**config.mk**
```make
export PLATFORM = sky130hd
export DESIGN_NAME = demux1_5_complex_stream
export DESIGN_NICKNAME = d
export VERILOG_FILES = /design/src/rtl/fft_pkg.sv /design/src/rtl/complex_reg_slice.sv /design/src/rtl/demux1_5_complex_stream.sv
export SDC_FILE = /design/constraint.sdc
export NUM_CORES = 1
export LEC_CHECK = 0
export ABC_AREA = 1
export CORE_UTILIZATION = 59
export CTS_BUF_LIST = sky130_fd_sc_hd__clkbuf_8
export DETAILED_ROUTE_END_ITERATION = 10
export DONT_BUFFER_PORTS = 1
export PLACE_DENSITY_LB_ADDON = 0.12
export RECOVER_POWER = 50
export SLEW_MARGIN = 20
export SYNTH_ARGS = -nofsm -noshare
export SYNTH_HDL_FRONTEND = slang
export SYNTH_SLANG_ARGS = --single-unit
```
**constraint.sdc**
```tcl
create_clock -name clk -period 1.4 [get_ports clk]
set_input_delay 0.14 -clock clk [delete_from_list [all_inputs] [get_ports clk]]
set_output_delay 0.14 -clock clk [all_outputs]
set_load 0.02 [all_outputs]
```
**src/rtl/fft_pkg.sv**
```systemverilog
// Shared FFT datapath types: lane count, lane-select width, complex sample.
// Latency: n/a (types and constants only).
// Backpressure: n/a.
package fft_pkg;

  localparam int NUM_LANES  = 5;
  localparam int SEL_WIDTH  = 3;
  localparam int CPLX_WIDTH = 16;

  // Complex sample at the default datapath width, shared with the 5:1 selector.
  typedef struct packed {
    logic [CPLX_WIDTH-1:0] re;
    logic [CPLX_WIDTH-1:0] im;
  } cplx_t;

  function automatic logic sel_legal(input logic [SEL_WIDTH-1:0] sel);
    return (sel < NUM_LANES);
  endfunction

endpackage

```
**src/rtl/complex_reg_slice.sv**
```systemverilog
// One-deep valid/ready holding register for a single complex sample.
// Latency: 1 cycle from load to valid.
// Backpressure: holds data while valid && !ready; a load on the drain cycle refills with no bubble.
module complex_reg_slice
  import fft_pkg::*;
#(
  parameter int DATA_WIDTH = 16
) (
  input  logic                  clk,
  input  logic                  rst_n,
  input  logic                  load,
  input  logic [DATA_WIDTH-1:0] load_real,
  input  logic [DATA_WIDTH-1:0] load_imag,
  output logic                  valid,
  input  logic                  ready,
  output logic [DATA_WIDTH-1:0] data_real,
  output logic [DATA_WIDTH-1:0] data_imag
);

  typedef struct packed {
    logic [DATA_WIDTH-1:0] re;
    logic [DATA_WIDTH-1:0] im;
  } sample_t;

  sample_t held;

  // The parent only asserts load when the slot is empty or draining this cycle.
  always_ff @(posedge clk or negedge rst_n) begin
    if (!rst_n) begin
      valid <= 1'b0;
      held  <= '0;
    end else if (load) begin
      valid   <= 1'b1;
      held.re <= load_real;
      held.im <= load_imag;
    end else if (valid && ready) begin
      valid <= 1'b0;
    end
  end

  assign data_real = held.re;
  assign data_imag = held.im;

endmodule

```
**src/rtl/demux1_5_complex_stream.sv**
```systemverilog
// 1:5 complex sample distributor into per-lane one-deep registers; DEMUX_DROP_CNT_EN adds drop_cnt.
// Latency: 1 cycle input transfer to out_valid.
// Backpressure: in_ready follows only the selected lane; illegal selects are always accepted and discarded.
module demux1_5_complex_stream
  import fft_pkg::*;
#(
  parameter int DATA_WIDTH = 16
`ifdef DEMUX_DROP_CNT_EN
  ,
  parameter int CNT_WIDTH  = 16
`endif
) (
  input  logic                            clk,
  input  logic                            rst_n,
  input  logic                            in_valid,
  output logic                            in_ready,
  input  logic [DATA_WIDTH-1:0]           in_real,
  input  logic [DATA_WIDTH-1:0]           in_imag,
  input  logic [SEL_WIDTH-1:0]            in_sel,
  output logic [NUM_LANES-1:0]            out_valid,
  input  logic [NUM_LANES-1:0]            out_ready,
  output logic [NUM_LANES*DATA_WIDTH-1:0] out_real,
  output logic [NUM_LANES*DATA_WIDTH-1:0] out_imag
`ifdef DEMUX_DROP_CNT_EN
  ,
  output logic [CNT_WIDTH-1:0]            drop_cnt
`endif
);

  logic                 legal;
  logic                 xfer;
  logic [NUM_LANES-1:0] sel_onehot;
  logic [NUM_LANES-1:0] lane_load;

  assign legal = sel_legal(in_sel);

  always_comb begin
    sel_onehot = '0;
    for (int i = 0; i < NUM_LANES; i++) begin
      sel_onehot[i] = (in_sel == SEL_WIDTH'(i));
    end
  end

  // Only the addressed lane gates the input, so a stalled lane never blocks its neighbours.
  assign in_ready  = legal ? |(sel_onehot & (~out_valid | out_ready)) : 1'b1;
  assign xfer      = in_valid && in_ready;
  assign lane_load = xfer ? sel_onehot : '0;

  for (genvar g = 0; g < NUM_LANES; g++) begin : g_lane
    complex_reg_slice #(
      .DATA_WIDTH (DATA_WIDTH)
    ) u_slice (
      .clk       (clk),
      .rst_n     (rst_n),
      .load      (lane_load[g]),
      .load_real (in_real),
      .load_imag (in_imag),
      .valid     (out_valid[g]),
      .ready     (out_ready[g]),
      .data_real (out_real[g*DATA_WIDTH +: DATA_WIDTH]),
      .data_imag (out_imag[g*DATA_WIDTH +: DATA_WIDTH])
    );
  end

`ifdef DEMUX_DROP_CNT_EN
  // Saturating count of discarded illegal-select samples.
  always_ff @(posedge clk or negedge rst_n) begin
    if (!rst_n) begin
      drop_cnt <= '0;
    end else if (xfer && !legal && (drop_cnt != {CNT_WIDTH{1'b1}})) begin
      drop_cnt <= drop_cnt + 1'b1;
    end
  end
`else
  a_no_illegal_xfer: assert property (@(posedge clk) disable iff (!rst_n)
    (in_valid && in_ready) |-> legal);
`endif

endmodule
```
==> flow_summary_export.csv, run 1 <==
group,metric,value,unit
die,start_util,0.606,
placed_design,finalWeightedCongestion,0.844,
critical_path,cell_chain_critical_path,"nand2_2, nand3_2, nand2_2, nor2_4, nand2_4, buf_12, buf_12, nand3_4, clkbuf_16, nand2_2, nand2_1",
power,power.static_leakage,4.51,nW
synthesis,synth_largest_area_cell,"sky130_fd_sc_hd__dfrtp_1",
critical_path,worst-path-max-fanout,5,
critical_path,critical_path.endpoint_type,"flop",
job,max_cap_viol_count,0,
drt,totalWireLength,22200,um
placed_design,dpl-instance-area,7120,sq um
placed_design,place_hpwl,11800,um
global_routing,grt_pass1_vias,5570,
die,fp-row-count,39,
drt,first_drt_iteration_drcs,602,
synthesis,synth_edf_count,0,
finish,syn_to_final_growth,30.6,%
clock_tree,htree_num_levels,4,
finish,nFillCells,737,
die,chipWidth,110,um
synthesis,synth_seq_cells,165,
outcome,status,"finished with violations",
synthesis,netlist_top_cells_count,"sky130_fd_sc_hd__nand2_1, sky130_fd_sc_hd__dfrtp_1, sky130_fd_sc_hd__nand4_1",
die,pin_count,209,
critical_path,crit_path_max_incr_delay,0.40,ns
drt,drt_pass1_iterations,7,
finish,final_layout_size_suffix_gt1_frac,0.266,
critical_path,timing.critical_path.max_delay_family,"simple AND/OR/NAND/NOR gates",
finish,stdcell_area,9030,sq um
power,power.ir.vdd_worst,1090,uV
clock_tree,cts_buffers,17,
drt,num_vias,6154,
synthesis,synth-main-ff-cell,"sky130_fd_sc_hd__dfrtp_1",
sta,skew,0.0149,ns
drt,wl_per_cell,23.1,um
die,core_area,11400,sq um
placed_design,io_buffers,0,
power,total_power,14.2,mW
clock_tree,root_buffer,"sky130_fd_sc_hd__clkbuf_8",
sta,final_setup_vio_count,166,
clock_tree,worst_setup_hold_path_clk_slew,0.08,ns
synthesis,synth_cells,760,
drt,detail-route-antenna-nets,0,
finish,multi_input_comb_area,2900,sq um
critical_path,cp_num_buf_inv,3,
critical_path,slowest_stage,"sky130_fd_sc_hd__dfrtp_1",
critical_path,timing.setup.critical_path_class,"flop to flop",
critical_path,critical_path_required,1.73,ns
synthesis,asyncSetResetFlopFracSynth,1.00,
synthesis,synthesis.area,6920,sq um
finish,antenna-diode-count,0,
sta,maxSlewHeadroom,0.759,
global_routing,grt_pass1_wl,29300,um
global_routing,globalRouteTotalUtil,0.325,
drt,drc,0,
critical_path,timing.critical_path.arrival,2.03,ns
critical_path,worst_setup_path_start_kind,"flop",
clock_tree,cts.sink_count,165,
synthesis,synth.top_cell.area_share,0.597,
sta,final-hold-violation-count,325,
clock_tree,cts.path.max_buffers,2,
synthesis,synth.most_common_cell,"sky130_fd_sc_hd__nand2_1",
sta,timing.final.crit_period,1.70,ns
synthesis,ys.warnings.count,0,
sta,fmax,589,MHz
global_routing,antenna_violations_before_repair,0,
synthesis,synth_nets,803,
sta,whs,-0.611,ns
clock_tree,tritoncts,"built",
global_routing,maximum_number_of_pins_on_one_net_before_global_route_repair,166,
finish,final-seq-area,4130,sq um
clock_tree,post_cts_hold_buffer_count,37,
critical_path,crit_top_cell,"sky130_fd_sc_hd__nand2_2",
worst_hold_path,hp-class,"primary input to asynchronous set/reset pin",
die,die_area,12200,sq um
synthesis,yosysSeqAreaShare,0.597,
sta,rsz_0062_raised_after_global_routing,"yes",
placed_design,pre_cts_slack,-0.174,ns
clock_tree,worstSkewPairLatency,0.44,ns
sta,final-max-slew-violation-count,0,
outcome,violations,"hold timing, setup timing",
synthesis,ys_top_cells_by_area,"sky130_fd_sc_hd__dfrtp_1, sky130_fd_sc_hd__nand2_1, sky130_fd_sc_hd__nand4_1, sky130_fd_sc_hd__buf_6, sky130_fd_sc_hd__clkbuf_1",
synthesis,synth_cell_types,16,
sta,worstMarginPinSlew,0.362,ns
global_routing,grt_overflow,0,
synthesis,syn-mean-instance-area,9.11,sq um
sta,timing.final.ws_setup,-0.297,ns
die,floorplan.die.height,110,um
finish,num-nets-final,848,
sta,timing.final.crit_share,1.21,
power,power.density_cell_area,1580,nW/um^2
drt,via_density_per_instance,6.42,
==> power breakdown <==
part | switching, mW | internal (mW)
sequential | 2.45 | 5.82
combinational | 1.07 | 1.03
clock | 1.69 | 2.18
total | 5.21 | 9.04
==> placed cells by master (no fill, tap or decap), types with 7 or more instances in the layout <==
cell type                       synthesis  layout
sky130_fd_sc_hd__nand2_1              332     224
sky130_fd_sc_hd__dfrtp_1              165     165
sky130_fd_sc_hd__nand4_1              160     160
sky130_fd_sc_hd__nand2_2                1      74
sky130_fd_sc_hd__dlygate4sd3_1          0      37
sky130_fd_sc_hd__nand2_4                0      35
sky130_fd_sc_hd__buf_4                  5      21
sky130_fd_sc_hd__clkbuf_8               0      19
sky130_fd_sc_hd__buf_12                 0      19
sky130_fd_sc_hd__clkbuf_16              0      10
sky130_fd_sc_hd__inv_1                  9       7
==> worst register-to-register path, cell delays in order (launching register included) <==
cell	delay, ns
sky130_fd_sc_hd__dfrtp_1	0.40
sky130_fd_sc_hd__nand2_2	0.09
sky130_fd_sc_hd__nand3_2	0.07
sky130_fd_sc_hd__nand2_2	0.11
sky130_fd_sc_hd__nor2_4	0.05
sky130_fd_sc_hd__nand2_4	0.11
sky130_fd_sc_hd__buf_12	0.12
sky130_fd_sc_hd__buf_12	0.12
sky130_fd_sc_hd__nand3_4	0.16
sky130_fd_sc_hd__clkbuf_16	0.23
sky130_fd_sc_hd__nand2_2	0.06
sky130_fd_sc_hd__nand2_1	0.05
==> worst paths after layout <==
| check | end | startpoint | slack [ns] | depth (start not counted) |
|---|---|---|---|---|
| min reg2reg | g_lane[2].u_slice.valid$_DFFE_PN0P_ | g_lane[2].u_slice.valid$_DFFE_PN0P_ | 0.55 | 2 |
| min | g_lane[1].u_slice.data_imag[14]$_DFFE_PN0P_ | rst_n | -0.61 | 0 |
| max | g_lane[4].u_slice.data_imag[6]$_DFFE_PN0P_ | g_lane[0].u_slice.valid$_DFFE_PN0P_ | -0.30 | 11 |
| min in group clk | g_lane[4].u_slice.data_real[1]$_DFFE_PN0P_ | in_valid | -0.15 | 2 |
| max in group asynchronous | g_lane[0].u_slice.data_real[7]$_DFFE_PN0P_ | rst_n | 1.78 | 0 |
| max reg2reg | g_lane[4].u_slice.data_imag[6]$_DFFE_PN0P_ | g_lane[0].u_slice.valid$_DFFE_PN0P_ | -0.30 | 11 |
==> layer usage <==
| layer | vias to the layer above | wire, um | share of wire | global-route usage |
|---|---|---|---|---|
| li1 | 2668 | - | - | - |
| met1 | 3079 | 8340 | 0.38 | 0.410 |
| met2 | 355 | 11000 | 0.50 | 0.529 |
| met3 | 52 | 2160 | 0.098 | 0.0864 |
| met4 | 0 | 603 | 0.027 | 0.137 |
| met5 | - | 0 | 0 | 0 |
==> flip-flops by register name (all words and copies together) (netlist names) <==
| signal | cells |
|---|---|
| g_lane.u_slice.valid | 5 |
| g_lane.u_slice.data_imag | 80 |
| g_lane.u_slice.data_real | 80 |
==> what timing repair did <==
| item | in CTS | in global routing |
|---|---|---|
| setup endpoints to repair | 166 | 166 |
| setup buffers | 4 | 6 |
| resized for setup | 17 | 172 |
| pin swaps | 6 | 38 |
| gates cloned | 2 | 15 |
| endpoints found under the hold margin | 330 | 325 |
==> logic make-up after synthesis <==
logic type	count (synthesis)	share of synthesized area
and+or+nand+nor	511	0.339
buffers and inverters	82	0.0626
DFF	165	0.597
AOI/OAI and AO/OA	2	0.00145
==> area by class of cell <==
type	count	area share
Inverter	11	0.00457
Multi-Input combinational cell	513	0.321
Timing Repair Buffer	97	0.149
Clock buffer	19	0.0289
Sequential cell	165	0.457
Clock inverter	10	0.0201
Tap cell	143	0.0198
==> stage by stage <==
step / TNS [ns] / utilization / std cells
2_1_floorplan: 0 / - / 760
3_3_place_gp: -5.14 / 0.624 / 866
3_5_place_dp: -16.50 / 0.624 / 866
4_1_cts: -31.91 / 0.709 / 938
5_1_grt: -51.17 / 0.791 / 958
6_report: -39.32 / 0.791 / 958
No activity file was read; power rests on OpenSTA's default activity.
==> run 2, diff against run 1 <==
--- a/config.mk
+++ b/config.mk
@@ -6,6 +6,7 @@
 export NUM_CORES = 1
 export LEC_CHECK = 0
 export ABC_AREA = 1
+export CAP_MARGIN = 20
 export CORE_UTILIZATION = 59
 export CTS_BUF_LIST = sky130_fd_sc_hd__clkbuf_8
 export DETAILED_ROUTE_END_ITERATION = 10
==> results of run 2 <==
The final DEF is identical to that of run 1; final timing and power are the same.
==> run 3, diff against run 2 <==
--- a/config.mk
+++ b/config.mk
@@ -6,8 +6,9 @@
 export NUM_CORES = 1
 export LEC_CHECK = 0
 export ABC_AREA = 1
+export ABC_CLOCK_PERIOD_IN_PS = 1400
 export CAP_MARGIN = 20
-export CORE_UTILIZATION = 59
+export CORE_UTILIZATION = 35
 export CTS_BUF_LIST = sky130_fd_sc_hd__clkbuf_8
 export DETAILED_ROUTE_END_ITERATION = 10
 export DONT_BUFFER_PORTS = 1
==> run 3 against run 2 <==
Effect of this change:
- the flow still finishes with violations (hold timing, setup timing)
- flip-flop and latch count did not move
- worst hold slack got worse by 0.020 ns
- wire length rose by 10%
- clock power fell by 6.7%
- global-route usage fell by 9.2 points
- non-clock buffer count rose by 3
- power fell by 5.0%
- clock skew fell by 0.0036 ns
- register-to-register slack barely moved
- fmax barely moved
- critical path depth did not move
- final area fell by 3.3%
==> flow_summary_export.csv, run 3 (synthesis results as in run 1) <==
group,metric,value,unit
sta,fin_tns_setup,-38.59,ns
sta,whs,-0.631,ns
power,power.static_leakage,4.42,nW
finish,syn_to_final_growth,26.3,%
die,die_area,20300,sq um
sta,timing.final.crit_share,1.21,
clock_tree,root_buffer,"sky130_fd_sc_hd__clkbuf_8",
clock_tree,cts.path.max_buffers,2,
outcome,violations,"hold timing, setup timing",
power,power.density_cell_area,1550,nW/um^2
drt,via_density_per_instance,5.47,
clock_tree,worst_setup_hold_path_clk_slew,0.09,ns
sta,skew,0.0112,ns
finish,antenna-diode-count,0,
finish,nFillCells,1904,
critical_path,cell_chain_critical_path,"nand2_2, nand3_2, nand2_2, nor2_4, nand2_8, buf_4, buf_12, nand3_4, buf_8, nand2_1, nand2_1",
drt,drt_pass1_iterations,4,
critical_path,timing.setup.critical_path_class,"flop to flop",
placed_design,dp.cells,991,
critical_path,slowest_stage,"sky130_fd_sc_hd__dfrtp_1",
critical_path,rr_worst_depth,11,
finish,final_layout_size_suffix_gt1_frac,0.156,
drt,detail-route-antenna-nets,0,
finish,stdcell_count,1086,
drt,totalWireLength,24500,um
clock_tree,post_cts_hold_buffer_count,37,
critical_path,critical_path_required,1.74,ns
power,total_power,13.5,mW
die,chipWidth,143,um
global_routing,maximum_number_of_pins_on_one_net_before_global_route_repair,166,
finish,num-nets-final,851,
drt,first_drt_iteration_drcs,383,
sta,maxSlewHeadroom,0.638,
critical_path,worst_setup_path_start_kind,"flop",
clock_tree,cts.sink_count,165,
power,power.ir.vdd_worst,562,uV
clock_tree,cts_buffers,17,
global_routing,antenna_violations_before_repair,0,
global_routing,grt_pass1_wl,35300,um
sta,final-max-slew-violation-count,0,
drt,wl_per_cell,22.5,um
critical_path,critical_path.endpoint_type,"flop",
global_routing,globalRouteTotalUtil,0.233,
sta,worstMarginPinSlew,0.543,ns
outcome,status,"finished with violations",
die,pin_count,209,
critical_path,worst-path-max-fanout,6,
critical_path,crit_path_max_incr_delay,0.41,ns
die,floorplan.die.height,143,um
worst_hold_path,hp-class,"primary input to asynchronous set/reset pin",
clock_tree,tritoncts,"built",
global_routing,grt_overflow,0,
drt,num_vias,5941,
sta,rsz_0062_raised_after_global_routing,"yes",
critical_path,timing.critical_path.arrival,2.04,ns
finish,leading_cell_type_in_the_layout_fill_and_taps_excluded,"sky130_fd_sc_hd__nand2_1",
die,fp-row-count,51,
job,max_cap_viol_count,0,
global_routing,grt_pass1_vias,5677,
finish,layout_common_cells,"sky130_fd_sc_hd__nand2_1, sky130_fd_sc_hd__dfrtp_1, sky130_fd_sc_hd__nand4_1, sky130_fd_sc_hd__dlygate4sd3_1, sky130_fd_sc_hd__buf_4",
sta,timing.final.crit_period,1.70,ns
placed_design,place_hpwl,13600,um
sta,fmax,589,MHz
sta,timing.final.ws_setup,-0.297,ns
placed_design,io_buffers,0,
drt,drc,0,
die,core_area,19400,sq um
clock_tree,htree_num_levels,4,
placed_design,finalWeightedCongestion,0.769,
sta,final-hold-violation-count,326,
clock_tree,worstSkewPairLatency,0.45,ns
die,start_util,0.357,
sta,final_setup_vio_count,166,
==> run 3: metal layers <==
layer / wire (um) / vias up / track usage / part of all wire
met5: 0 / - / 0 / 0
met4: 447 / 0 / 0.0798 / 0.018
met3: 1940 / 25 / 0.0711 / 0.079
met2: 12100 / 233 / 0.379 / 0.49
met1: 9970 / 3014 / 0.294 / 0.41
li1: - / 2669 / - / -
==> run 3: worst max-delay path, delay by kind of cell, from the launching register on <==
kind                   cells  cell delay, ns
buffers and inverters      3            0.47
flip-flops                 1            0.41
AND/OR/NAND/NOR            8            0.72
==> run 3: what timing repair did <==
item | CTS | global route
pin swaps | 1 | 8
hold endpoints to repair | 330 | 326
setup buffers | 6 | 3
setup endpoints to repair | 166 | 166
gates cloned | 9 | 8
gates resized for setup | 34 | 23
==> run 3: path summary, 6_finish.rpt <==
path                                                     start                                     endpoint  slack [ns]
max                        g_lane[1].u_slice.valid$_DFFE_PN0P_   g_lane[4].u_slice.data_imag[1]$_DFFE_PN0P_       -0.30
max in group asynchronous                                rst_n   g_lane[0].u_slice.data_real[2]$_DFFE_PN0P_        1.54
min                                                      rst_n  g_lane[4].u_slice.data_imag[12]$_DFFE_PN0P_       -0.63
min reg2reg                g_lane[2].u_slice.valid$_DFFE_PN0P_          g_lane[2].u_slice.valid$_DFFE_PN0P_        0.59
min in group clk                                      in_valid  g_lane[4].u_slice.data_imag[15]$_DFFE_PN0P_       -0.17
max reg2reg                g_lane[1].u_slice.valid$_DFFE_PN0P_   g_lane[4].u_slice.data_imag[1]$_DFFE_PN0P_       -0.30
==> run 3: metrics by stage <==
| stage | setup slack (ns) | instance area (sq um) | util |
|---|---|---|---|
| after CTS | -0.317 | 8480 | 0.437 |
| after global routing | -0.383 | 8740 | 0.450 |
| after detailed placement | -0.172 | 7330 | 0.378 |
| after global placement | -0.114 | 7330 | 0.378 |
| after floorplan | 0.0785 | 6920 | - |
| final | -0.297 | 8740 | 0.450 |
==> run 3: power by group <==
group | internal, mW | switching (mW) | total (mW) | leakage (nW)
Sequential | 5.82 | 2.28 | 8.10 | 2.09
Clock | 1.69 | 1.93 | 3.62 | 0.205
Combinational | 0.805 | 1.01 | 1.82 | 2.13
==> run 3: final cells by class <==
| cell class | count | area (sq um) | share of cell area |
|---|---|---|---|
| inverter | 11 | 41.3 | 0.00473 |
| clock inverter | 14 | 164 | 0.0188 |
| sequential | 165 | 4130 | 0.473 |
| clock buffer | 18 | 248 | 0.0284 |
| tap | 265 | 332 | 0.0379 |
| timing repair buffer | 100 | 1330 | 0.152 |
| multi-input combinational | 513 | 2500 | 0.286 |
